$ cat config.mk
export PLATFORM = sky130hd
export DESIGN_NAME = flag_cond_eval
export DESIGN_NICKNAME = d
export VERILOG_FILES = /design/src/rtl/flag_cond_eval_pkg.sv /design/src/rtl/flag_cond_eval_cond_decode.sv /design/src/rtl/flag_cond_eval.sv
export SDC_FILE = /design/constraint.sdc
export NUM_CORES = 1
export LEC_CHECK = 0
export BUFFER_PORTS_ARGS = -buffer_cell sky130_fd_sc_hd__clkbuf_2
export CAP_MARGIN = 0
export CORE_ASPECT_RATIO = 0.6
export CORE_UTILIZATION = 55
export DETAILED_ROUTE_END_ITERATION = 16
export HOLD_SLACK_MARGIN = 0.08
export PLACE_DENSITY_LB_ADDON = 0.25
export SETUP_SLACK_MARGIN = 0.02
export SYNTH_ARGS = -nofsm -noshare
export SYNTH_HDL_FRONTEND = slang
export SYNTH_HIERARCHICAL = 1
export SYNTH_SLANG_ARGS = --single-unit
$ cat constraint.sdc
create_clock -name clk -period 2.5 [get_ports clk]
set_input_delay 0.25 -clock clk [delete_from_list [all_inputs] [get_ports clk]]
set_output_delay 0.25 -clock clk [all_outputs]
set_load 0.005 [all_outputs]
$ cat src/rtl/flag_cond_eval_pkg.sv
// Shared definitions for the ALU flag consumer: condition codes, flag bit
// positions within the {n,z,c,v} vector, and query FSM state encodings.
package flag_cond_eval_pkg;

  localparam logic [3:0] COND_EQ = 4'h0;
  localparam logic [3:0] COND_NE = 4'h1;
  localparam logic [3:0] COND_CS = 4'h2;
  localparam logic [3:0] COND_CC = 4'h3;
  localparam logic [3:0] COND_MI = 4'h4;
  localparam logic [3:0] COND_PL = 4'h5;
  localparam logic [3:0] COND_VS = 4'h6;
  localparam logic [3:0] COND_VC = 4'h7;
  localparam logic [3:0] COND_HI = 4'h8;
  localparam logic [3:0] COND_LS = 4'h9;
  localparam logic [3:0] COND_GE = 4'hA;
  localparam logic [3:0] COND_LT = 4'hB;
  localparam logic [3:0] COND_GT = 4'hC;
  localparam logic [3:0] COND_LE = 4'hD;
  localparam logic [3:0] COND_AL = 4'hE;
  localparam logic [3:0] COND_NV = 4'hF;

  localparam int FLAG_N = 3;
  localparam int FLAG_Z = 2;
  localparam int FLAG_C = 1;
  localparam int FLAG_V = 0;

  typedef enum logic [1:0] {
    ST_IDLE   = 2'd0,
    ST_WAIT   = 2'd1,
    ST_RESULT = 2'd2
  } state_t;

endpackage

$ cat src/rtl/flag_cond_eval_cond_decode.sv
// Combinational condition-code evaluator: maps a 4-bit condition and the
// {n,z,c,v} flag vector to a taken bit plus an error for the reserved code.
module cond_decode
  import flag_cond_eval_pkg::*;
(
  input  logic [3:0] i_cond,
  input  logic [3:0] i_nzcv,
  output logic       o_taken,
  output logic       o_err
);

  logic w_n, w_z, w_c, w_v;

  assign w_n = i_nzcv[FLAG_N];
  assign w_z = i_nzcv[FLAG_Z];
  assign w_c = i_nzcv[FLAG_C];
  assign w_v = i_nzcv[FLAG_V];

  always_comb begin
    o_taken = 1'b0;
    o_err   = 1'b0;
    case (i_cond)
      COND_EQ: o_taken = w_z;
      COND_NE: o_taken = ~w_z;
      COND_CS: o_taken = w_c;
      COND_CC: o_taken = ~w_c;
      COND_MI: o_taken = w_n;
      COND_PL: o_taken = ~w_n;
      COND_VS: o_taken = w_v;
      COND_VC: o_taken = ~w_v;
      COND_HI: o_taken = w_c & ~w_z;
      COND_LS: o_taken = ~w_c | w_z;
      COND_GE: o_taken = (w_n == w_v);
      COND_LT: o_taken = (w_n != w_v);
      COND_GT: o_taken = ~w_z & (w_n == w_v);
      COND_LE: o_taken = w_z | (w_n != w_v);
      COND_AL: o_taken = 1'b1;
      COND_NV: o_err   = 1'b1;
    endcase
  end

endmodule

$ cat src/rtl/flag_cond_eval.sv
// ALU flag consumer: architectural flag register, in-flight flag-write counter
// and a valid/ready condition query FSM that stalls until flags are settled.
module flag_cond_eval
  import flag_cond_eval_pkg::*;
#(
  parameter int PEND_W = 3,
  parameter int TO_W   = 4
) (
  input  logic       clk,
  input  logic       reset_n,
  input  logic       flag_pend,
  input  logic       flag_we,
  input  logic       c_in,
  input  logic       n_in,
  input  logic       z_in,
  input  logic       v_in,
  input  logic       op_valid,
  output logic       op_ready,
  input  logic [3:0] cond,
  output logic       res_valid,
  input  logic       res_ready,
  output logic       res_taken,
  output logic       res_err,
  output logic [3:0] flags_out,
  output logic       pend_ovf
);

  state_t            r_state;
  logic [3:0]        r_flags;
  logic [3:0]        r_cond;
  logic [PEND_W-1:0] r_pend;
  logic [TO_W-1:0]   r_to;
  logic              r_taken;
  logic              r_err;
  logic              r_ovf;

  logic [3:0]        w_flags_nx;
  logic [PEND_W-1:0] w_pend_nx;
  logic              w_pend_max;
  logic              w_pend_zero;
  logic              w_ovf_evt;
  logic              w_accept;
  logic [3:0]        w_eval_cond;
  logic              w_taken;
  logic              w_err;

  // Forward a same-cycle flag write so the evaluation sees the newest flags.
  assign w_flags_nx  = flag_we ? {n_in, z_in, c_in, v_in} : r_flags;
  assign w_pend_max  = &r_pend;
  assign w_pend_zero = (r_pend == '0);
  assign w_ovf_evt   = flag_pend & ~flag_we & w_pend_max;
  assign w_accept    = op_valid & (r_state == ST_IDLE);

  always_comb begin
    w_pend_nx = r_pend;
    if (flag_pend && !flag_we && !w_pend_max)
      w_pend_nx = r_pend + 1'b1;
    else if (flag_we && !flag_pend && !w_pend_zero)
      w_pend_nx = r_pend - 1'b1;
  end

  // In IDLE the query code arrives on the port; afterwards it is the latched one.
  assign w_eval_cond = (r_state == ST_IDLE) ? cond : r_cond;

  cond_decode u_cond_decode (
    .i_cond  (w_eval_cond),
    .i_nzcv  (w_flags_nx),
    .o_taken (w_taken),
    .o_err   (w_err)
  );

  always_ff @(posedge clk or negedge reset_n) begin
    if (!reset_n) begin
      r_state <= ST_IDLE;
      r_flags <= '0;
      r_cond  <= '0;
      r_pend  <= '0;
      r_to    <= '0;
      r_taken <= 1'b0;
      r_err   <= 1'b0;
      r_ovf   <= 1'b0;
    end else begin
      if (flag_we)
        r_flags <= {n_in, z_in, c_in, v_in};
      r_pend <= w_pend_nx;
      if (w_ovf_evt)
        r_ovf <= 1'b1;

      case (r_state)
        ST_IDLE: begin
          if (w_accept) begin
            r_cond <= cond;
            if (w_pend_nx == '0) begin
              r_taken <= w_taken;
              r_err   <= w_err;
              r_state <= ST_RESULT;
            end else begin
              r_to    <= '0;
              r_state <= ST_WAIT;
            end
          end
        end
        ST_WAIT: begin
          if (w_pend_nx == '0) begin
            r_taken <= w_taken;
            r_err   <= w_err;
            r_state <= ST_RESULT;
          end else if (&r_to) begin
            r_taken <= 1'b0;
            r_err   <= 1'b1;
            r_state <= ST_RESULT;
          end else begin
            r_to <= r_to + 1'b1;
          end
        end
        ST_RESULT: begin
          if (res_ready)
            r_state <= ST_IDLE;
        end
        default: r_state <= ST_IDLE;
      endcase
    end
  end

  assign op_ready  = (r_state == ST_IDLE);
  assign res_valid = (r_state == ST_RESULT);
  assign res_taken = r_taken;
  assign res_err   = r_err;
  assign flags_out = r_flags;
  assign pend_ovf  = r_ovf;

endmodule

==> results.yml, run 1 <==
cells_and_area:
  syn2layout_area_growth_pct: 18.85
  drive_gt1_share_pct: 33.33
  final_cells: 192
  diodes: 0
  fin_nets: 182
  fill_cells: 173
  design_area_mm2: 0.001602
place:
  io_buffers: 22
  place_hpwl_um: 2294
  place_inst: 182
  gp_congestion: 0.8153
  postPlaceCellArea_mm2: 0.001478
yosys:
  synth_area_mm2: 0.001348
  synth_enable_flop_cells: 0
  synthArstFlopShare_pct: 100.0
  ys_seq_area_share_pct: 37.14
  netlist-cell-type-count: 50
  synth_cells: 133
  syn-num-nets: 152
  synthFlopType: "dfrtp_1"
  syn_area_per_cell_um2: 10.13
  ys.warnings.count: 6
  synth-seq-cells: 20
route:
  drt_iter0_markers: 69
  routed_wl_um: 3148
  first_pass_iters: 4
  num_vias: 1174
  wl_per_cell_um: 16.40
  ant_nets: 0
  route.detailed.vias_per_inst: 6.115
  post-route-drc-count: 0
run_status:
  outcome: "completed"
hold_path:
  min-delay-start: "res_ready"
  hp-class: "in -> reg"
sta:
  period_share_pct: 96.76
  setup_viol: 0
  fin_crit_ns: 2.419
  worst_pin_slew_ns: 0.5069
  rsz0062_at_grt: "false"
  setup_tns_ns: 0
  final_hold_viol_count: 0
  fmax_ghz: 0.4134
  fin_skew_ns: 0.01130
  max_slew_margin_pct: 66.21
  final_max_slew_viol_count: 0
power:
  p_leak_nw: 0.7584
  ir_worst_vdd_uv: 878.5
  power.density_mw_per_mm2: 1280
grt:
  grt_max_degree: 21
  grt_overflow: 0
  antenna_found_initial: 0
  grt_pass1_vias: 1049
  grt_pass1_wl_um: 4657
  track_usage_pct: 24.56
clocking:
  cts-root-buf: "clkbuf_8"
  htree_levels: 1
  cts_sinks: 20
  clockBufferDepth: 2
  clock_latency_ns: 0.27
  cts-buffers-inserted: 3
  path_clk_slew_ns: 0.08
  tritoncts: "built"
floorplan:
  start_util_pct: 60.03
  core_mm2: 0.002245
  rows: 13
  die_h_um: 40.34
  num_io_pins: 23
  dieArea_mm2: 0.002658
  die_x_um: 65.90
critical_path:
  cp-start-kind: "register"
  regToRegStartpoint: "r_pend[0]"
  cp-endpoint: "r_to[0]"
  rr_endpoint: "r_to[0]"
  reg2reg_depth: 8
  critPathCaptureType: "register"
  path_class: "reg -> reg"
  crit_required_ns: 2.66
  critPathMaxFanout: 4
  cp-startpoint: "r_pend[0]"
  rrSetupSlack_ns: 0.08
  arrival_ns: 2.58
job:
  cap_violations: 0
worst max-delay path, stage by stage, from the launching register on:
cell     delay (ns)
dfrtp_1        0.42
ha_1           0.23
ha_1           0.22
or3b_1         0.41
or3_4          0.35
o311a_4        0.17
o21ai_4        0.19
nor4b_1        0.07
a211o_1        0.24
power by group:
group / internal, mW / switching (mW) / leakage, nW / total, mW
clock: 0.214 / 0.116 / 0.0357 / 0.331
sequential: 0.457 / 0.120 / 0.241 / 0.577
combinational: 0.555 / 0.587 / 0.482 / 1.14
total: 1.23 / 0.824 / 0.758 / 2.05
cells in the mapped netlist, drive strengths merged, types with 2 or more instances:
cell,n,share of area (%)
dfrtp,20,37
mux2,13,11
nor2,12,4.5
a21oi,6,2.2
inv,6,1.7
nand2,6,1.7
nand3,6,2.2
ha,5,4.6
o21ai,5,3.5
and3,4,1.9
a211o,3,2.0
clkbuf,3,1.0
nand2b,3,1.4
nor2b,3,1.4
a21o,2,1.2
a22o,2,1.3
a22oi,2,1.1
a31oi,2,0.93
buf,2,1.4
nor3,2,0.74
o211ai,2,1.1
o22ai,2,0.93
xnor2,2,1.9
cells by family (layout without fill, tap and decap cells):
family | after synthesis | after routing | synth area share (%)
simple gates | 44 | 44 | 18.29
compound gates | 36 | 36 | 21.45
flops | 20 | 20 | 37.14
mux | 14 | 14 | 11.88
buf+inv | 11 | 40 | 4.085
fa+ha+maj | 5 | 5 | 4.643
xor+xnor | 3 | 3 | 2.508
metrics by stage:
step | power, mW | util (%) | worst slack (ns) | hold WS, ns
3_5_place_dp | 1.622 | 65.83 | 0.1081 | 0.2422
4_1_cts | 1.957 | 69.45 | 0.09495 | 0.2247
6_report | 2.050 | 71.35 | 0.08100 | 0.2196
3_3_place_gp | 1.563 | 65.83 | 0.2578 | 0.2395
2_1_floorplan | 1.371 | - | 0.1514 | -0.04559
5_1_grt | 2.175 | 71.35 | 0.01358 | 0.2339
registers in the layout, summed over array words and instances (netlist names):
signal     cells
r_pend         3
pend_ovf       1
r_cond         4
r_to           4
res_err        1
res_taken      1
r_state        2
flags_out      4
worst min-delay path by stage:
stage	to	slack [ns]	depth (start not counted)
after floorplan	flags_out[0]	-0.05	0
after detailed placement	r_to[2]	0.24	1
final	r_state[1]	0.22	3
after global placement	r_to[2]	0.24	1
after global routing	r_cond[3]	0.23	2
after CTS	r_state[1]	0.22	3
cells in the final DEF (no fill, tap or decap), drive strengths merged, types with 2 or more instances in the layout:
cell type / instances
a22oi: 2
nor2b: 3
nand2b: 3
clkbuf: 25
dfrtp: 20
o21ai: 5
a21oi: 6
nand3: 6
mux2: 13
ha: 5
nand2: 6
xnor2: 2
a21o: 2
nor3: 2
nor2: 12
a22o: 2
o22ai: 2
a31oi: 2
and3: 4
inv: 6
a211o: 3
o211ai: 2
buf: 7
layer usage:
layer	part of all wire, %	track usage, %	up-vias	wire length (um)
met5	0	0	-	0
li1	-	-	554	-
met4	0.60	4.348	0	19
met1	45	31.17	568	1428
met3	6.5	5.682	3	204
met2	48	44.39	49	1496
cell type report:
cell class	count	area [um^2]	area share [%]
clock inverter	1	30.03	1.875
sequential	20	500.5	31.25
inverter	6	22.52	1.406
multi-input combinational	102	797.0	49.77
timing repair buffer	30	172.7	10.78
clock buffer	3	41.29	2.578
tap	30	37.54	2.344
repair_timing:
| item | CTS | global route |
|---|---|---|
| gates resized for setup | 0 | 1 |
| endpoints found under the setup margin | 0 | 3 |
| endpoints found under the hold margin | 20 | 0 |
| setup buffers | 0 | 5 |
| hold buffers | 1 | 0 |
(Power assumes the default switching activity.)
==> run 2, diff against run 1 <==
--- a/config.mk
+++ b/config.mk
@@ -7,7 +7,6 @@
 export LEC_CHECK = 0
 export BUFFER_PORTS_ARGS = -buffer_cell sky130_fd_sc_hd__clkbuf_2
 export CAP_MARGIN = 0
-export CORE_ASPECT_RATIO = 0.6
 export CORE_UTILIZATION = 55
 export DETAILED_ROUTE_END_ITERATION = 16
 export HOLD_SLACK_MARGIN = 0.08
==> results.yml, run 2 (synthesized netlist as in run 1, its figures left out) <==
sta:
  max_slew_margin_pct: 66.08
  fin_crit_ns: 2.342
  rsz0062_at_grt: "false"
  setup_tns_ns: 0
  setup_slack_ns: 0.1575
  fin_skew_ns: 0.005581
  fmax_ghz: 0.4269
  worst_pin_slew_ns: 0.5088
  final_max_slew_viol_count: 0
  final_hold_viol_count: 0
  setup_viol: 0
  period_share_pct: 93.70
job:
  cap_violations: 0
cells_and_area:
  fin_nets: 177
  fill_cells: 205
  syn2layout_area_growth_pct: 12.91
  design_area_mm2: 0.001521
  multi_input_area_um2: 792.0
  seq_area_um2: 500.5
  drive_gt1_share_pct: 30.57
  layout_common_cells: "clkbuf_2, dfrtp_1, mux2_2"
  diodes: 0
  final_common_cell: "clkbuf_2"
place:
  pre_cts_slack_ns: 0.1648
  io_buffers: 22
  place_hpwl_um: 2133
  gp_congestion: 0.8606
  postPlaceCellArea_mm2: 0.001475
grt:
  grt_pass1_vias: 1102
  grt_overflow: 0
  track_usage_pct: 24.39
  grt_max_degree: 21
  grt_pass1_wl_um: 4926
  antenna_found_initial: 0
power:
  power.density_mw_per_mm2: 1185
  seqPwrFrac_pct: 32.0
  pwr-share-comb_pct: 57.5
  p_switching_mw: 0.7629
  ir_worst_vdd_uv: 693.3
  p_sw_share_pct: 42.30
  p_int_mw: 1.041
  power_mw: 1.804
  pwr-share-clk_pct: 10.5
  p_leak_nw: 0.7175
clocking:
  htree_levels: 1
  cts-root-buf: "clkbuf_4"
  path_clk_slew_ns: 0.12
  clockBufferDepth: 2
  cts-buffers-inserted: 3
  tritoncts: "built"
  clock_latency_ns: 0.30
  cts_sinks: 20
route:
  post-route-drc-count: 0
  drt_iter0_markers: 14
  ant_nets: 0
  route.detailed.vias_per_inst: 5.957
  wl_per_cell_um: 14.71
  num_vias: 1102
  first_pass_iters: 4
  routed_wl_um: 2722
critical_path:
  regToRegStartpoint: "r_pend[1]"
  critPathCaptureType: "register"
  arrival_ns: 2.54
  crit_required_ns: 2.70
  cp-start-kind: "register"
  cp-startpoint: "r_pend[1]"
  path_class: "reg -> reg"
  critPathMaxFanout: 5
hold_path:
  hp-class: "in -> reg"
  min-delay-start: "cond[3]"
floorplan:
  core_mm2: 0.002255
  die_x_um: 51.50
  rows: 17
  start_util_pct: 59.77
  num_io_pins: 23
  dieArea_mm2: 0.002652
  die_h_um: 51.50
run_status:
  outcome: "completed"
## run 2: changes by cell type in the layout (fill, tap and decap cells not counted), sizes merged
| cell | before | now |
|---|---|---|
| buf | 7 | 2 |
| bufinv | 1 | 0 |
| clkbuf | 25 | 26 |
## run 2: area by class of cell
type                            count  area share, %
Clock buffer                        4          2.385
Inverter                            6          1.480
Multi-Input combinational cell    102          52.06
Sequential cell                    20          32.89
Tap cell                           28          2.303
Timing Repair Buffer               25          8.882
## run 2: repair_timing
| item | CTS | global route |
|---|---|---|
| gates resized for setup | 0 | 0 |
| hold endpoints to repair | 20 | 0 |
| hold buffers | 1 | 0 |
| buffers inserted | 0 | 0 |
## run 2: worst paths after layout
kind                        endpoint  slack [ns]  cells after the start
max                          r_to[0]        0.16                      8
min                        r_cond[3]        0.18                      2
max reg2reg                  r_to[0]        0.16                      8
min reg2reg                 pend_ovf        0.49                      1
max in group asynchronous    r_to[3]        1.72                      2
min in group asynchronous    r_to[1]        0.43                      2
## run 2: metrics by stage
stage	std cells	utilization, %	hold slack, ns
6_report	185	67.48	0.1843
5_1_grt	185	67.48	0.1915
4_1_cts	185	67.48	0.1864
3_5_place_dp	180	65.43	0.2497
3_3_place_gp	180	65.43	0.2420
2_1_floorplan	133	-	-0.04559
## run 2: power groups by stage
stage	combinational, mW	sequential [mW]	clock, mW
after floorplan	0.820	0.551	0
after global placement	0.991	0.568	0
after detailed placement	1.04	0.581	0
after CTS	1.04	0.575	0.195
after global routing	1.16	0.596	0.204
final	1.04	0.577	0.190
## run 2: worst max-delay path: stages (launching register included)
cell and delay (ns):
dfrtp_1 0.46, ha_1 0.21, ha_1 0.22, or3b_1 0.37, or3_1 0.33, o311a_4 0.17, o21ai_4 0.18, nor4b_1 0.08
a211o_1 0.23
## run 2: metal layers
layer	wire length (um)	GRT usage, %	share of wire (%)	vias up
met3	96	3.509	3.5	2
met2	1349	39.83	50	24
met5	0	0	0	-
met1	1254	33.52	46	530
met4	21	7.207	0.77	0
li1	-	-	-	546
==> run 3, diff against run 2 <==
--- a/config.mk
+++ b/config.mk
@@ -5,12 +5,13 @@
 export SDC_FILE = /design/constraint.sdc
 export NUM_CORES = 1
 export LEC_CHECK = 0
-export BUFFER_PORTS_ARGS = -buffer_cell sky130_fd_sc_hd__clkbuf_2
-export CAP_MARGIN = 0
+export CAP_MARGIN = 20
 export CORE_UTILIZATION = 55
 export DETAILED_ROUTE_END_ITERATION = 16
+export DONT_BUFFER_PORTS = 1
 export HOLD_SLACK_MARGIN = 0.08
 export PLACE_DENSITY_LB_ADDON = 0.25
+export REMOVE_ABC_BUFFERS = 1
 export SETUP_SLACK_MARGIN = 0.02
 export SYNTH_ARGS = -nofsm -noshare
 export SYNTH_HDL_FRONTEND = slang
==> results.yml, run 3 (synthesized netlist as in run 1, its figures left out) <==
run_status:
  outcome: "completed"
critical_path:
  worst-path-stages: 8
  critPathSlowestCell: "dfrtp_1"
  crit_required_ns: 2.71
  arrival_ns: 2.55
  cpLargestDelayFamily: "simple AND/OR/NAND/NOR gates"
  cpMostUsedCell: "ha_1"
  critPathMaxFanout: 5
  cp_slowest_stage_delay_ns: 0.45
  reg2reg_depth: 8
  cp-start-kind: "register"
  critPathCaptureType: "register"
  path_cells: "ha_1 > ha_1 > or3b_1 > or3_1 > o311a_4 > o21ai_4 > o21ai_0 > a21o_2"
  path_class: "reg -> reg"
  critPathBufInv: 0
sta:
  final_hold_viol_count: 0
  final_max_slew_viol_count: 0
  fmax_ghz: 0.4263
  setup_viol: 0
  max_slew_margin_pct: 40.28
  setup_tns_ns: 0
  period_share_pct: 93.84
  fin_crit_ns: 2.346
  rsz0062_at_grt: "false"
  setup_slack_ns: 0.1540
  fin_skew_ns: 0.001494
  worst_pin_slew_ns: 0.8928
floorplan:
  core_mm2: 0.002255
  die_x_um: 51.50
  start_util_pct: 59.77
  num_io_pins: 23
  dieArea_mm2: 0.002652
  die_h_um: 51.50
  rows: 17
grt:
  track_usage_pct: 22.23
  grt_overflow: 0
  grt_pass1_wl_um: 4381
  grt_pass1_vias: 962
  grt_max_degree: 21
  antenna_found_initial: 0
hold_path:
  hp-class: "in -> reg"
  holdPathStages: 1
place:
  io_buffers: 0
  gp_congestion: 0.8512
  place_hpwl_um: 1901
  pre_cts_slack_ns: 0.1901
  postPlaceCellArea_mm2: 0.001365
clocking:
  htree_levels: 1
  cts-root-buf: "clkbuf_4"
  clockBufferDepth: 2
  clock_latency_ns: 0.30
  cts-buffers-inserted: 3
  path_clk_slew_ns: 0.11
  tritoncts: "built"
  cts_sinks: 20
power:
  pwr-share-clk_pct: 10.8
  pwr-share-comb_pct: 56.1
  seqPwrFrac_pct: 33.1
  power_mw: 1.750
  p_int_mw: 1.010
  power.density_mw_per_mm2: 1222
  p_leak_nw: 0.6338
  p_switching_mw: 0.7398
  p_sw_share_pct: 42.28
  ir_worst_vdd_uv: 712.5
cells_and_area:
  layout_common_cells: "dfrtp_1, mux2_2, nor2_1"
  fin_nets: 157
  fill_cells: 194
  drive_gt1_share_pct: 18.98
  syn2layout_area_growth_pct: 6.221
  final_common_cell: "dfrtp_1"
  diodes: 0
  design_area_mm2: 0.001431
route:
  first_pass_iters: 5
  drt_iter0_markers: 15
  post-route-drc-count: 0
  ant_nets: 0
  wl_per_cell_um: 15.65
  routed_wl_um: 2583
  route.detailed.vias_per_inst: 6.055
  num_vias: 999
job:
  cap_violations: 0
==> run 3: changes by cell type in the layout (fill, tap and decap cells not counted), sizes merged <==
cell,delta
clkbuf,-22
dlygate4sd3,+2
==> run 3: power by group through the flow <==
stage	clock network (mW)	registers [mW]	logic (mW)
floorplan	0	0.563	0.783
global placement	0	0.574	0.932
detailed placement	0	0.582	0.959
CTS	0.197	0.575	0.975
global route	0.206	0.593	1.08
finish	0.189	0.580	0.981
==> run 3: area by class of cell <==
cell class	instances	area (um^2)	share of cell area, %
Sequential cell	20	500.5	34.97
Timing Repair Buffer	5	45.04	3.147
Tap cell	28	35.03	2.448
Inverter	6	22.52	1.573
Multi-Input combinational cell	102	792.0	55.33
Clock buffer	4	36.28	2.535
==> run 3: layer usage <==
layer | track usage, % | part of all wire (%)
met1 | 31.60 | 50
met2 | 33.55 | 46
met3 | 3.216 | 3.2
met4 | 9.459 | 1.3
met5 | 0 | 0
==> run 3: worst paths after layout <==
| path | startpoint | end | slack [ns] |
|---|---|---|---|
| worst max-delay path | r_pend[0] | r_to[1] | 0.15 |
| worst min-delay path | cond[1] | r_cond[1] | 0.09 |
| worst max register to register | r_pend[0] | r_to[1] | 0.15 |
| worst min register to register | r_cond[0] | r_cond[0] | 0.52 |
| max in group asynchronous | reset_n | pend_ovf | 1.45 |
| min in group asynchronous | reset_n | r_to[3] | 0.51 |
==> run 3: repair_timing <==
action | CTS | global route
resized for setup | 0 | 0
endpoints found under the hold margin | 22 | 0
hold buffers | 3 | 0
setup buffers | 0 | 0
==> run 3: metrics by stage <==
step,hold WS [ns],utilization [%],cells
2_1_floorplan,-0.04559,-,128
3_3_place_gp,-0.04515,60.54,158
3_5_place_dp,-0.04494,60.54,158
4_1_cts,0.08087,63.49,165
5_1_grt,0.08513,63.49,165
6_report,0.09496,63.49,165
